File: src/rtl/shifter_op_ctrl_pkg.sv
// Shared definitions for the gate/shifter sequencer: opcodes, FSM states, default width.
package shifter_op_ctrl_pkg;

   localparam int DEF_WIDTH = 4;

   localparam logic [2:0] OP_AND  = 3'd0;
   localparam logic [2:0] OP_OR   = 3'd1;
   localparam logic [2:0] OP_NAND = 3'd2;
   localparam logic [2:0] OP_NOR  = 3'd3;
   localparam logic [2:0] OP_XOR  = 3'd4;
   localparam logic [2:0] OP_XNOR = 3'd5;
   localparam logic [2:0] OP_SHL  = 3'd6;
   localparam logic [2:0] OP_SHR  = 3'd7;

   typedef enum logic [1:0] {
      S_IDLE = 2'd0,
      S_EXEC = 2'd1,
      S_DONE = 2'd2
   } state_t;

   // Opcodes 6 and 7 are the only iterative operations.
   function automatic logic is_shift(input logic [2:0] op);
      return op[2] & op[1];
   endfunction

endpackage

File: src/rtl/shifter_op_ctrl_shift1_unit.sv
// One-position logical shift; i_dir=0 shifts left, i_dir=1 shifts right, vacated bit is 0.
module shift1_unit #(
   parameter int WIDTH = 4
) (
   input  logic [WIDTH-1:0] i_data,
   input  logic             i_dir,
   output logic [WIDTH-1:0] o_data
);

   always_comb begin
      o_data = '0;
      if (i_dir) o_data = {1'b0, i_data[WIDTH-1:1]};
      else       o_data = {i_data[WIDTH-2:0], 1'b0};
   end

endmodule

File: src/rtl/shifter_op_ctrl.sv
// Command sequencer: one-cycle bitwise gate ops or bit-serial logical shifts, with a
// held valid/ready result port and a wrapping completed-operation counter.
module shifter_op_ctrl
   import shifter_op_ctrl_pkg::*;
#(
   parameter int WIDTH = DEF_WIDTH,
   parameter int CNT_W = 2,
   parameter int OPC_W = 8
) (
   input  logic             clk,
   input  logic             rst,
   input  logic             cmd_valid,
   output logic             cmd_ready,
   input  logic [2:0]       cmd_op,
   input  logic [WIDTH-1:0] cmd_a,
   input  logic [WIDTH-1:0] cmd_b,
   input  logic [CNT_W-1:0] cmd_amt,
   output logic             res_valid,
   input  logic             res_ready,
   output logic [WIDTH-1:0] res_data,
   output logic             busy,
   output logic [OPC_W-1:0] op_count,
   output logic [1:0]       dbg_state
);

   // Handshakes: a transfer happens on a rising edge where valid and ready are both
   // high; the source holds its payload stable while valid is high and ready is low.

   state_t           r_state;
   state_t           w_next_state;
   logic [2:0]       r_op;
   logic [WIDTH-1:0] r_acc;
   logic [WIDTH-1:0] r_b;
   logic [CNT_W-1:0] r_cnt;
   logic [WIDTH-1:0] r_res_data;
   logic             r_res_valid;
   logic [OPC_W-1:0] r_op_count;
   logic [WIDTH-1:0] w_gate;
   logic [WIDTH-1:0] w_shifted;
   logic             w_accept;
   logic             w_is_shift;

   assign cmd_ready  = (r_state == S_IDLE) & ~rst;
   assign w_accept   = cmd_valid & cmd_ready;
   assign w_is_shift = is_shift(r_op);
   assign res_valid  = r_res_valid;
   assign res_data   = r_res_data;
   assign busy       = (r_state != S_IDLE);
   assign op_count   = r_op_count;
   assign dbg_state  = r_state;

   shift1_unit #(.WIDTH(WIDTH)) u_shift1 (
      .i_data (r_acc),
      .i_dir  (r_op == OP_SHR),
      .o_data (w_shifted)
   );

   always_comb begin
      w_gate = '0;
      case (r_op)
         OP_AND:  w_gate = r_acc & r_b;
         OP_OR:   w_gate = r_acc | r_b;
         OP_NAND: w_gate = ~(r_acc & r_b);
         OP_NOR:  w_gate = ~(r_acc | r_b);
         OP_XOR:  w_gate = r_acc ^ r_b;
         OP_XNOR: w_gate = ~(r_acc ^ r_b);
         default: w_gate = '0;
      endcase
   end

   always_ff @(posedge clk or posedge rst) begin
      if (rst) r_state <= S_IDLE;
      else     r_state <= w_next_state;
   end

   always_comb begin
      w_next_state = r_state;
      case (r_state)
         S_IDLE: if (w_accept) w_next_state = S_EXEC;
         S_EXEC: if (!w_is_shift || (r_cnt == '0)) w_next_state = S_DONE;
         S_DONE: if (res_ready) w_next_state = S_IDLE;
         default: w_next_state = S_IDLE;
      endcase
   end

   // Operand A doubles as the shift accumulator, so gate ops read it from r_acc too.
   always_ff @(posedge clk or posedge rst) begin
      if (rst) begin
         r_op        <= OP_AND;
         r_acc       <= '0;
         r_b         <= '0;
         r_cnt       <= '0;
         r_res_data  <= '0;
         r_res_valid <= 1'b0;
         r_op_count  <= '0;
      end else begin
         case (r_state)
            S_IDLE: begin
               if (w_accept) begin
                  r_op  <= cmd_op;
                  r_acc <= cmd_a;
                  r_b   <= cmd_b;
                  r_cnt <= cmd_amt;
               end
            end
            S_EXEC: begin
               if (w_is_shift) begin
                  if (r_cnt == '0) begin
                     r_res_data  <= r_acc;
                     r_res_valid <= 1'b1;
                  end else begin
                     r_acc <= w_shifted;
                     r_cnt <= r_cnt - 1'b1;
                  end
               end else begin
                  r_res_data  <= w_gate;
                  r_res_valid <= 1'b1;
               end
            end
            S_DONE: begin
               if (res_ready) begin
                  r_res_valid <= 1'b0;
                  r_op_count  <= r_op_count + 1'b1;
               end
            end
            default: ;
         endcase
      end
   end

endmodule

File: config.mk
export PLATFORM = sky130hd
export DESIGN_NAME = shifter_op_ctrl
export DESIGN_NICKNAME = d
export VERILOG_FILES = /design/src/rtl/shifter_op_ctrl_pkg.sv /design/src/rtl/shifter_op_ctrl_shift1_unit.sv /design/src/rtl/shifter_op_ctrl.sv
export SDC_FILE = /design/constraint.sdc
export NUM_CORES = 1
export LEC_CHECK = 0
export CORE_ASPECT_RATIO = 1.25
export CORE_MARGIN = 2
export CORE_UTILIZATION = 45
export DETAILED_ROUTE_END_ITERATION = 6
export PLACE_DENSITY_LB_ADDON = 0.12
export SKIP_CTS_REPAIR_TIMING = 1
export SYNTH_ARGS = -nofsm -noshare
export SYNTH_HDL_FRONTEND = slang
export SYNTH_SLANG_ARGS = --single-unit
File: constraint.sdc
create_clock -name clk -period 1.6 [get_ports clk]
set_clock_uncertainty 0.05 [all_clocks]
set_input_delay 0.24 -clock clk [delete_from_list [all_inputs] [get_ports clk]]
set_output_delay 0.24 -clock clk [all_outputs]
set_load 0.01 [all_outputs]
# Yosys cells after proc, flatten, opt, wreduce, memory -nomap -nowiden
# Index checks and enable logic that the tools add are counted.
[word_totals]
word_cells = 69
inputBits = 17
register_bits = 28
output_inout_bits = 17
[classes]
bitwise_logic = 10
n_mux = 20
n_addsub = 2
n_eq_ne = 15
n_reduce_logical = 14
[op_table]
columns = ["cell", "n"]
rows = [
  ["4-bit 2-to-1 mux", 6],
  ["4-bit one-hot mux with 6 select lines", 1],
  ["2-bit 2-to-1 mux", 6],
  ["4-bit NOT", 3],
  ["2-bit inequality test, second input constant", 5],
  ["3-bit == test, second input constant", 3],
  ["8-bit by 1-bit adder with 8-bit output, second input constant", 1],
  ["4-bit one-hot mux with 2 select lines", 1],
  ["3-bit by 2-bit == test with 1-bit output, second input constant", 2],
  ["2-bit one-hot mux with 3 select lines", 1],
  ["2-bit AND reduction", 3],
  ["3-bit AND reduction", 2],
  ["2-bit nonzero test", 3],
  ["4-bit bitwise AND", 1],
  ["2-bit zero test", 2],
  ["4-bit bitwise OR", 1],
  ["2-bit one-hot mux with 2 select lines", 1],
  ["4-bit AND reduction", 1],
  ["4-bit bitwise XOR", 1],
  ["1-bit bitwise AND", 3],
  ["3-bit by 1-bit == test with 1-bit output, second input constant", 1],
  ["3-bit zero test", 1],
  ["1-bit 2-to-1 mux", 3],
  ["3-bit inequality test, second input constant", 1],
  ["other kinds (8)", 8],
]

# Logic depth before layout (Yosys ltp)
# Gate-level depths: netlist of run 1.
[logic_depth]
depth_word = 5
ltp_mapped = 6

# Cells and area by module
# From an unflattened synthesis of run 1, not the netlist that was laid out.
[unflattened]
hier_cells = 172
hier_area_um2 = 1597.8
[by_module_without_submodules]
columns = ["mod", "cells_per_inst", "seq_area_each_um2", "area_per_inst_um2", "n_inst"]
rows = [
  ["shifter_op_ctrl", 168, 700.7, 1559.0, 1],
  ["shift1_unit", 4, 0.0, 38.8, 1],
]

# Worst setup path after synthesis of run 1
# OpenSTA, ideal clock, no wires.
[synth_path]
path_kind = "register to register"
start = "register r_state[1] (netlist: dbg_state[1])"
end = "register r_b[0]"
slack_ps = -104
stages_incl_launch_ff = 5
arrival_ps = 1529
synth_period_minus_slack_ps = 1704
path_buffers = 2
required_time_ps = 1425
path_cell_list = "dfrtp_1 or4b_1 buf_6 buf_12 mux2_4"
[synth_via]
elab_chain_cells = 4
[synth_lines]
columns = ["item", "line", "rtl"]
rows = [
  ["from (decl)", "shifter_op_ctrl.sv:29", "state_t r_state;"],
  ["from (signal assigned)", "shifter_op_ctrl.sv:73", "else r_state <= w_next_state;"],
  ["2-bit zero test (*)", "shifter_op_ctrl.sv:43, shifter_op_ctrl.sv:97", ""],
  ["1-bit bitwise AND", "shifter_op_ctrl.sv:43", "assign cmd_ready = (r_state == S_IDLE) & ~rst;"],
  ["1-bit bitwise AND", "shifter_op_ctrl.sv:44", "assign w_accept = cmd_valid & cmd_ready;"],
  ["2-bit AND reduction (no source line) (*)", "n/a", ""],
  ["to (signal assigned)", "shifter_op_ctrl.sv:102", "r_b <= cmd_b;"],
  ["to (decl)", "shifter_op_ctrl.sv:33", "logic [WIDTH-1:0] r_b;"],
]
# Every way passes the cells marked *; elsewhere a longest branch is shown, timed or not.
# A chain may end at the register's enable or synchronous reset.

# Final worst setup path of run 1
[layout_path]
start = "register r_state[0] (netlist: dbg_state[0])"
end = "register r_cnt[1]"
[layout_via]
elab_chain_cells = 5
word_cells_on_any_way = 10
cone_classes = "eq/ne: 4; mux: 1; bitwise: 2; reduce/logical: 3"
[layout_lines]
columns = ["item", "line", "rtl"]
rows = [
  ["2-bit zero test", "shifter_op_ctrl.sv:43, shifter_op_ctrl.sv:97", ""],
  ["1-bit bitwise AND", "shifter_op_ctrl.sv:43", ""],
  ["1-bit bitwise AND", "shifter_op_ctrl.sv:44", ""],
  ["2-bit inequality test (no source line)", "n/a", ""],
  ["4-bit AND reduction (no source line)", "n/a", ""],
  ["to (signal assigned)", "shifter_op_ctrl.sv:103", "r_cnt <= cmd_amt;"],
  ["to (signal assigned)", "shifter_op_ctrl.sv:113", "r_cnt <= r_cnt - 1'b1;"],
  ["to (decl)", "shifter_op_ctrl.sv:34", "logic [CNT_W-1:0] r_cnt;"],
]
# Several ways; a longest one is shown, not always the timed one.

==> PnR_summary.wiki, run 1 <==
{| class="wikitable"
! Metric !! Value
|-
| Result of the run || complete, but fails checks
|-
| Failing checks || negative setup slack
|-
| Fraction of power consumed by the clock network || approximately 14%
|-
| RSZ-0062 raised after global routing || yes
|-
| Antenna viol nets, final || 0
|-
| Main area contributors after synthesis || sky130_fd_sc_hd__dfrtp_1 44%, sky130_fd_sc_hd__ha_1 7.8%, sky130_fd_sc_hd__mux2_4 5.6%
|-
| Fraction of power spent switching nets || between 30% and 40%
|-
| Clock sinks || 28
|-
| Largest buffer count on any clock path || 2
|-
| Synthesized-area fraction occupied by adder cells || a little under 8%
|-
| Maximum level of the CTS H-tree || 1
|-
| Final worst path period share || 103.3%
|-
| Final worst slack || -0.05309 ns
|-
| Detailed router's first-iteration violation count || 26
|-
| Number of placed instances, taps included || about 240
|-
| Diodes inserted || 0
|-
| RD Place Congestion || 0.8171
|-
| Number of vias after detailed routing || about 1300
|-
| HP Class || in -> async
|-
| Maximum fanout along the worst path || 14
|-
| Data required time at the worst endpoint || 1.75 ns
|-
| Switching power of the nets || 0.001476 W
|-
| Wire length per cell after detailed routing || 13.25 µm
|-
| Pwr Density || 1816 nW/µm²
|-
| Iteration count of the initial detailed-routing pass || 4
|-
| Number of antenna violations at the first check in global routing || 0
|-
| Clock period minus final worst setup slack || about 1.7 ns
|-
| Number of violations of the max-capacitance limit || 0
|-
| Clock transition at path regs || roughly 0.1 ns
|-
| Total standard cell area after synthesis || about 1600 µm²
|-
| Via/cell ratio || between 5 and 6
|-
| Overall fraction of global-route tracks in use || 17.21%
|-
| Final-report max-slew violation count || 0
|-
| Highest ir drop seen on vdd || ~1.1 mV
|-
| Category of the critical setup timing path || reg -> reg
|-
| Final Cell Area || around 2200 µm²
|-
| Post-layout instance count excluding filler cells || 250
|-
| Most frequently used cell type in the post-synthesis netlist || sky130_fd_sc_hd__dfrtp_1
|-
| Final Total Pwr || between 0.004 and 0.005 W
|-
| TritonCTS clock tree || built
|-
| Latest clock arrival within the worst-skew pair || about 0.28 ns
|-
| Number of standard-cell rows in the floorplan || 24
|-
| Core Area || between 3000 and 4000 µm²
|-
| Pre-CTS setup slack || -0.3280 ns
|-
| Logic gate share of total power || roughly 56%
|-
| Synth Instances || 158
|-
| Xor/xnor cell area share of the yosys netlist || about 6%
|-
| Input/output buffers || 33
|-
| Post-synthesis sequential area ratio || around 44%
|-
| Area delta synth->final || 38.96%
|-
| Wire length of the first global-routing pass || about 5600 µm
|-
| Ports || 34
|-
| Final Hold Fails || 0
|-
| Largest net degree at the start of global routing || 29
|-
| Root buffer cell || sky130_fd_sc_hd__clkbuf_8
|-
| Warnings, synthesis || 0
|-
| Startpoint type of the worst setup path || flip-flop
|-
| Number of global-route vias before repair || 1348
|-
| Share of the synthesized area in compound gates (AO/OA/AOI/OAI) || between 10% and 20%
|-
| Achievable Freq || slightly above 0.6 GHz
|-
| Remaining global-route overflow || 0
|-
| Share of synthesized flip-flops with an asynchronous set or reset || 100.0%
|-
| Share of the synthesized area in the top cell type || 43.55%
|-
| Net total in the final layout || about 240
|-
| Initial Utilization || between 40% and 50%
|-
| Cell Area, Placed || between 2000 and 2500 µm²
|-
| Worst EP arrival || around 1.8 ns
|-
| TNS Setup || -0.07856 ns
|-
| Synth Area per Inst || between 10 and 15 µm²
|-
| P_int || around 0.0026 W
|-
| Seq cells post-synth || 28
|-
| HPWL after detailed placement || between 2000 and 2500 µm
|-
| Part of the power in registers || a little under a third
|-
| Net count after synthesis || 185
|-
| Post-synth EDFFs || 0
|-
| Die Span Y || 70.86 µm
|-
| Slew at the pin with the worst max-slew slack || 0.2896 ns
|-
| Yosys top cell by area || sky130_fd_sc_hd__dfrtp_1
|-
| Crit end category || flip-flop
|-
| Layout filler cell count || around 290
|-
| Top flip-flop cell by instance count after synthesis || sky130_fd_sc_hd__dfrtp_1
|-
| Die outline width || 57.49 µm
|-
| Main combinational cell family by area after synthesis || simple AND/OR/NAND/NOR gates
|-
| Overall die area || approximately 4100 µm²
|-
| Lkg Pwr || approximately 1.1 nW
|-
| Commonest cells in the synthesized netlist || 28 x sky130_fd_sc_hd__dfrtp_1, 15 x sky130_fd_sc_hd__nand2_1, 13 x sky130_fd_sc_hd__inv_1
|-
| DRC errors left || 0
|-
| Number of distinct library cells after synthesis || 39
|-
| Share of synthesized cell area in and, or, nand and nor gates || around 15%
|-
| Number of setup violations in the final report || 2
|-
| Multiplexer fraction of the synthesized cell area || around 8.2%
|-
| Final routed wirelength across all metal layers || 3313 µm
|-
| Normalized max-slew margin || approximately 80%
|-
| Inserted Clock Buffers || 3
|-
| Fraction of layout instances using a drive strength above 1 || between 20% and 30%
|}
==> power groups by stage <==
stage | Sequential [W] | Combinational [W] | Clock (W)
5_1_grt | 0.00128 | 0.00251 | 0.000608
3_3_place_gp | 0.00123 | 0.00207 | 0
3_5_place_dp | 0.00124 | 0.00212 | 0
4_1_cts | 0.00123 | 0.00213 | 0.000579
2_1_floorplan | 0.00128 | 0.00132 | 0
6_report | 0.00123 | 0.00227 | 0.000564
==> per-layer routing <==
| metal | track usage [%] | part of all wire [%] |
|---|---|---|
| met1 | 19.83 | 42 |
| met2 | 31.82 | 53 |
| met3 | 2.925 | 3.4 |
| met4 | 5.168 | 0.91 |
| met5 | 0 | 0 |
==> worst paths after layout <==
path / start / end / slack (ns) / cells past startpoint
min in group clk: r_cnt[0] / r_cnt[0] / 0.43 / 1
worst min register to register: r_cnt[0] / r_cnt[0] / 0.43 / 1
worst max-delay path: dbg_state[0] / r_cnt[1] / -0.05 / 5
max in group asynchronous: rst / op_count[2] / 0.95 / 4
worst max register to register: dbg_state[0] / r_cnt[1] / -0.05 / 5
worst min-delay path: rst / r_cnt[0] / 0.38 / 4
==> cell families after synthesis <==
group / count (synthesis)
mux: 10
buf+inv: 19
compound gates: 32
fa+ha+maj: 10
flops: 28
xor+xnor: 11
simple gates: 48
==> final cells by class <==
class                           count  area [µm²]  area share, %
Tap cell                           39       48.80          2.182
Inverter                           13       48.80          2.182
Multi-Input combinational cell    111       834.6          37.33
Clock buffer                        3       41.29          1.847
Sequential cell                    28       701.9          31.39
Clock inverter                      1       30.03          1.343
Timing Repair Buffer               55       530.5          23.73
==> critical path: stages (launching register included) <==
cell and delay, ns:
sky130_fd_sc_hd__dfrtp_1 0.42, sky130_fd_sc_hd__or4b_4 0.54, sky130_fd_sc_hd__buf_12 0.17, sky130_fd_sc_hd__o31ai_4 0.08, sky130_fd_sc_hd__nor2_1 0.11, sky130_fd_sc_hd__a211oi_2 0.21
==> cell usage in the layout, fill, tap and decap left out, drive strengths merged, types with 2 or more instances in the layout <==
cell type,synthesis,routed
a21oi,6,6
ha,10,10
xnor2,6,6
mux2,7,7
o22ai,2,2
dfrtp,28,28
clkdlybuf4s50,0,29
o32a,2,2
dlymetal6s2s,0,4
a22o,2,2
mux2i,3,3
buf,4,22
a211oi,3,3
nor4b,2,2
nor2,10,10
and3,3,3
xor2,5,5
or2,3,3
clkbuf,2,3
nand2,15,15
o21ai,12,12
inv,13,13
nand3,5,5
o21a,2,2
nand4,2,2
==> state kept, by name, summed over array words and instances (netlist names) <==
register   count
op_count       8
r_acc          4
r_b            4
res_data       4
r_op           3
dbg_state      2
r_cnt          2
res_valid      1
==> through the flow <==
stage / util (%) / hold WS (ns)
final: 64.75 / 0.3830
after global routing: 64.75 / 0.4211
after CTS: 62.28 / 0.3835
after detailed placement: 60.22 / 0.4180
after global placement: 60.22 / 0.4103
after floorplan: - / 0.2554
(Power assumes the default switching activity.)
==> inputs of run 2 (changes only) <==
--- a/config.mk
+++ b/config.mk
@@ -11,6 +11,7 @@
 export DETAILED_ROUTE_END_ITERATION = 6
 export PLACE_DENSITY_LB_ADDON = 0.12
 export SKIP_CTS_REPAIR_TIMING = 1
+export SKIP_LAST_GASP = 1
 export SYNTH_ARGS = -nofsm -noshare
 export SYNTH_HDL_FRONTEND = slang
 export SYNTH_SLANG_ARGS = --single-unit
==> PnR_summary.wiki, run 2 (same netlist as run 1, synthesis figures left out) <==
{| class="wikitable"
! Metric !! Value
|-
| Antenna viol nets, final || 0 (unchanged)
|-
| Number of vias after detailed routing || 1307 (unchanged)
|-
| Fraction of layout instances using a drive strength above 1 || 20.38% (unchanged)
|-
| Failing checks || negative setup slack
|-
| Clock sinks || 28 (unchanged)
|-
| Overall fraction of global-route tracks in use || 17.21% (unchanged)
|-
| RD Place Congestion || 0.8171 (unchanged)
|-
| RSZ-0062 raised after global routing || yes
|-
| Core Area || 3453 µm² (unchanged)
|-
| Most frequent cells in the layout || 29 x sky130_fd_sc_hd__clkdlybuf4s50_1, 27 x sky130_fd_sc_hd__dfrtp_1, 20 x sky130_fd_sc_hd__buf_4, 15 x sky130_fd_sc_hd__nand2_1, 12 x sky130_fd_sc_hd__inv_1
|-
| Global-route met1 utilization || 19.83% (unchanged)
|-
| Startpoint type of the worst setup path || flip-flop
|-
| Number of standard-cell rows in the floorplan || 24 (unchanged)
|-
| Number of setup violations in the final report || 3 (+1)
|-
| Highest ir drop seen on vdd || 1.080 mV (about the same)
|-
| Data required time at the worst endpoint || 1.75 ns (about the same)
|-
| Remaining global-route overflow || 0 (unchanged)
|-
| Die outline width || 57.49 µm (unchanged)
|-
| Critical R2R Launch || dbg_state[0]
|-
| Number of global-route vias before repair || 1348 (unchanged)
|-
| Via/cell ratio || 5.228 (unchanged)
|-
| Final worst path period share || 103.3% (unchanged)
|-
| Worst EP arrival || 1.80 ns (about the same)
|-
| Normalized max-slew margin || 80.42% (unchanged)
|-
| Area delta synth->final || 38.96% (unchanged)
|-
| Wire length of the first global-routing pass || 5616 µm (unchanged)
|-
| Maximum fanout along the worst path || 14 (unchanged)
|-
| Slew at the pin with the worst max-slew slack || 0.2896 ns (unchanged)
|-
| Lkg Pwr || 1.108 nW (about the same)
|-
| Final worst slack || -0.05309 ns (unchanged)
|-
| Largest net degree at the start of global routing || 29 (unchanged)
|-
| Largest buffer count on any clock path || 2 (unchanged)
|-
| Achievable Freq || 0.6049 GHz (unchanged)
|-
| Initial Utilization || 46.59% (unchanged)
|-
| Busiest layer in global routing || met2
|-
| Category of the critical setup timing path || reg -> reg
|-
| Clock transition at path regs || 0.10 ns (about the same)
|-
| Result of the run || complete, but fails checks
|-
| Flip-flop count of the largest register, all copies and words added || 8 (unchanged)
|-
| DRC errors left || 0 (unchanged)
|-
| Worst reg2reg endpoint || r_cnt[1]
|-
| Number of violations of the max-capacitance limit || 0 (unchanged)
|-
| Root buffer cell || sky130_fd_sc_hd__clkbuf_8
|-
| Inserted Clock Buffers || 3 (unchanged)
|-
| Flop-to-flop setup slack || -0.05 ns (about the same)
|-
| Die Span Y || 70.86 µm (unchanged)
|-
| Met2 routing resource usage after global routing || 31.82% (unchanged)
|-
| Most common library cell in the layout ignoring fill and taps || sky130_fd_sc_hd__clkdlybuf4s50_1
|-
| Met3 capacity usage during global routing || 2.925% (unchanged)
|-
| Final routed wirelength across all metal layers || 3313 µm (unchanged)
|-
| TritonCTS clock tree || built
|-
| Diodes inserted || 0 (unchanged)
|-
| R2R depth || 5 (unchanged)
|-
| Post-layout utilization of the core || 64.75% (unchanged)
|-
| Net total in the final layout || 239 (unchanged)
|-
| Input/output buffers || 33 (unchanged)
|-
| Layout filler cell count || 285 (unchanged)
|-
| Final-report max-slew violation count || 0 (unchanged)
|-
| Final Hold Fails || 0 (unchanged)
|-
| Crit end category || flip-flop
|-
| Ports || 34 (unchanged)
|-
| Pwr Density || 1815 nW/µm² (about the same)
|-
| Latest clock arrival within the worst-skew pair || 0.28 ns (about the same)
|-
| Iteration count of the initial detailed-routing pass || 4 (unchanged)
|-
| HPWL after detailed placement || 2494 µm (unchanged)
|-
| Detailed router's first-iteration violation count || 26 (unchanged)
|-
| Overall die area || 4073 µm² (unchanged)
|-
| Clock period minus final worst setup slack || 1.653 ns (unchanged)
|-
| HP Class || in -> async
|-
| Maximum level of the CTS H-tree || 1 (unchanged)
|-
| Number of antenna violations at the first check in global routing || 0 (unchanged)
|-
| Wire length per cell after detailed routing || 13.25 µm (unchanged)
|-
| Worst hold slack after final layout || 0.3830 ns (unchanged)
|}
-- run 2: cell counts in the layout (fill, tap and decap cells not counted) --
Identical to the previous run, type by type.
-- run 2: worst max path at each step --
stage	from	end	slack, ns	cells past startpoint
global route	dbg_state[0]	r_cnt[1]	-0.09	5
detailed placement	rst	r_cnt[1]	-0.33	6
global placement	rst	r_cnt[1]	-0.28	6
CTS	dbg_state[0]	cmd_ready	-0.34	3
floorplan	dbg_state[0]	r_b[0]	-0.09	4
finish	dbg_state[0]	r_cnt[1]	-0.05	5
-- run 2: layout make-up --
| cell class | instances | area [µm²] | area share (%) |
|---|---|---|---|
| multi-input cells | 111 | 834.6 | 37.33 |
| flip-flops and latches | 28 | 701.9 | 31.39 |
| repair buffers | 55 | 530.5 | 23.73 |
| inverters | 13 | 48.80 | 2.182 |
| well taps | 39 | 48.80 | 2.182 |
| clock buffers | 3 | 41.29 | 1.847 |
| clock inverters | 1 | 30.03 | 1.343 |
-- run 2: stage by stage --
step           TNS [ns]  worst slack (ns)  power (W)  cells  cell area (µm²)
4_1_cts         -0.8518           -0.3419   0.003939    245             2151
6_report       -0.07857          -0.05309   0.004059    250             2236
3_3_place_gp     -3.742           -0.2809   0.003301    241             2079
2_1_floorplan   -0.5543          -0.08969   0.002595    158             1609
5_1_grt         -0.3289          -0.09402   0.004394    250             2236
3_5_place_dp     -4.066           -0.3280   0.003361    241             2079
-- run 2: per-layer routing --
metal,share of wire (%),wire (µm)
met2,53,1763
met3,3.4,114
met4,0.91,30
met5,0,0
met1,42,1405
-- run 2: critical path: stages, from the launching register on --
cell and delay (ns):
sky130_fd_sc_hd__dfrtp_1 0.42, sky130_fd_sc_hd__or4b_4 0.54, sky130_fd_sc_hd__buf_12 0.17, sky130_fd_sc_hd__o31ai_4 0.08
sky130_fd_sc_hd__nor2_1 0.11, sky130_fd_sc_hd__a211oi_2 0.21
-- run 2: where the power goes --
part / internal [W] / switching [W] / leakage, nW / total, W
Combinational: 0.00125 / 0.00102 / 0.731 / 0.00227
Clock: 0.000335 / 0.000228 / 0.0357 / 0.000564
Sequential: 0.000999 / 0.000228 / 0.341 / 0.00123
==> inputs of run 3 (changes only) <==
--- a/config.mk
+++ b/config.mk
@@ -8,6 +8,8 @@
 export CORE_ASPECT_RATIO = 1.25
 export CORE_MARGIN = 2
 export CORE_UTILIZATION = 45
+export CTS_CLUSTER_DIAMETER = 60
+export CTS_CLUSTER_SIZE = 20
 export DETAILED_ROUTE_END_ITERATION = 6
 export PLACE_DENSITY_LB_ADDON = 0.12
 export SKIP_CTS_REPAIR_TIMING = 1
==> results of run 3 <==
Same layout as run 2: the final DEF is identical, and so are final timing and power.
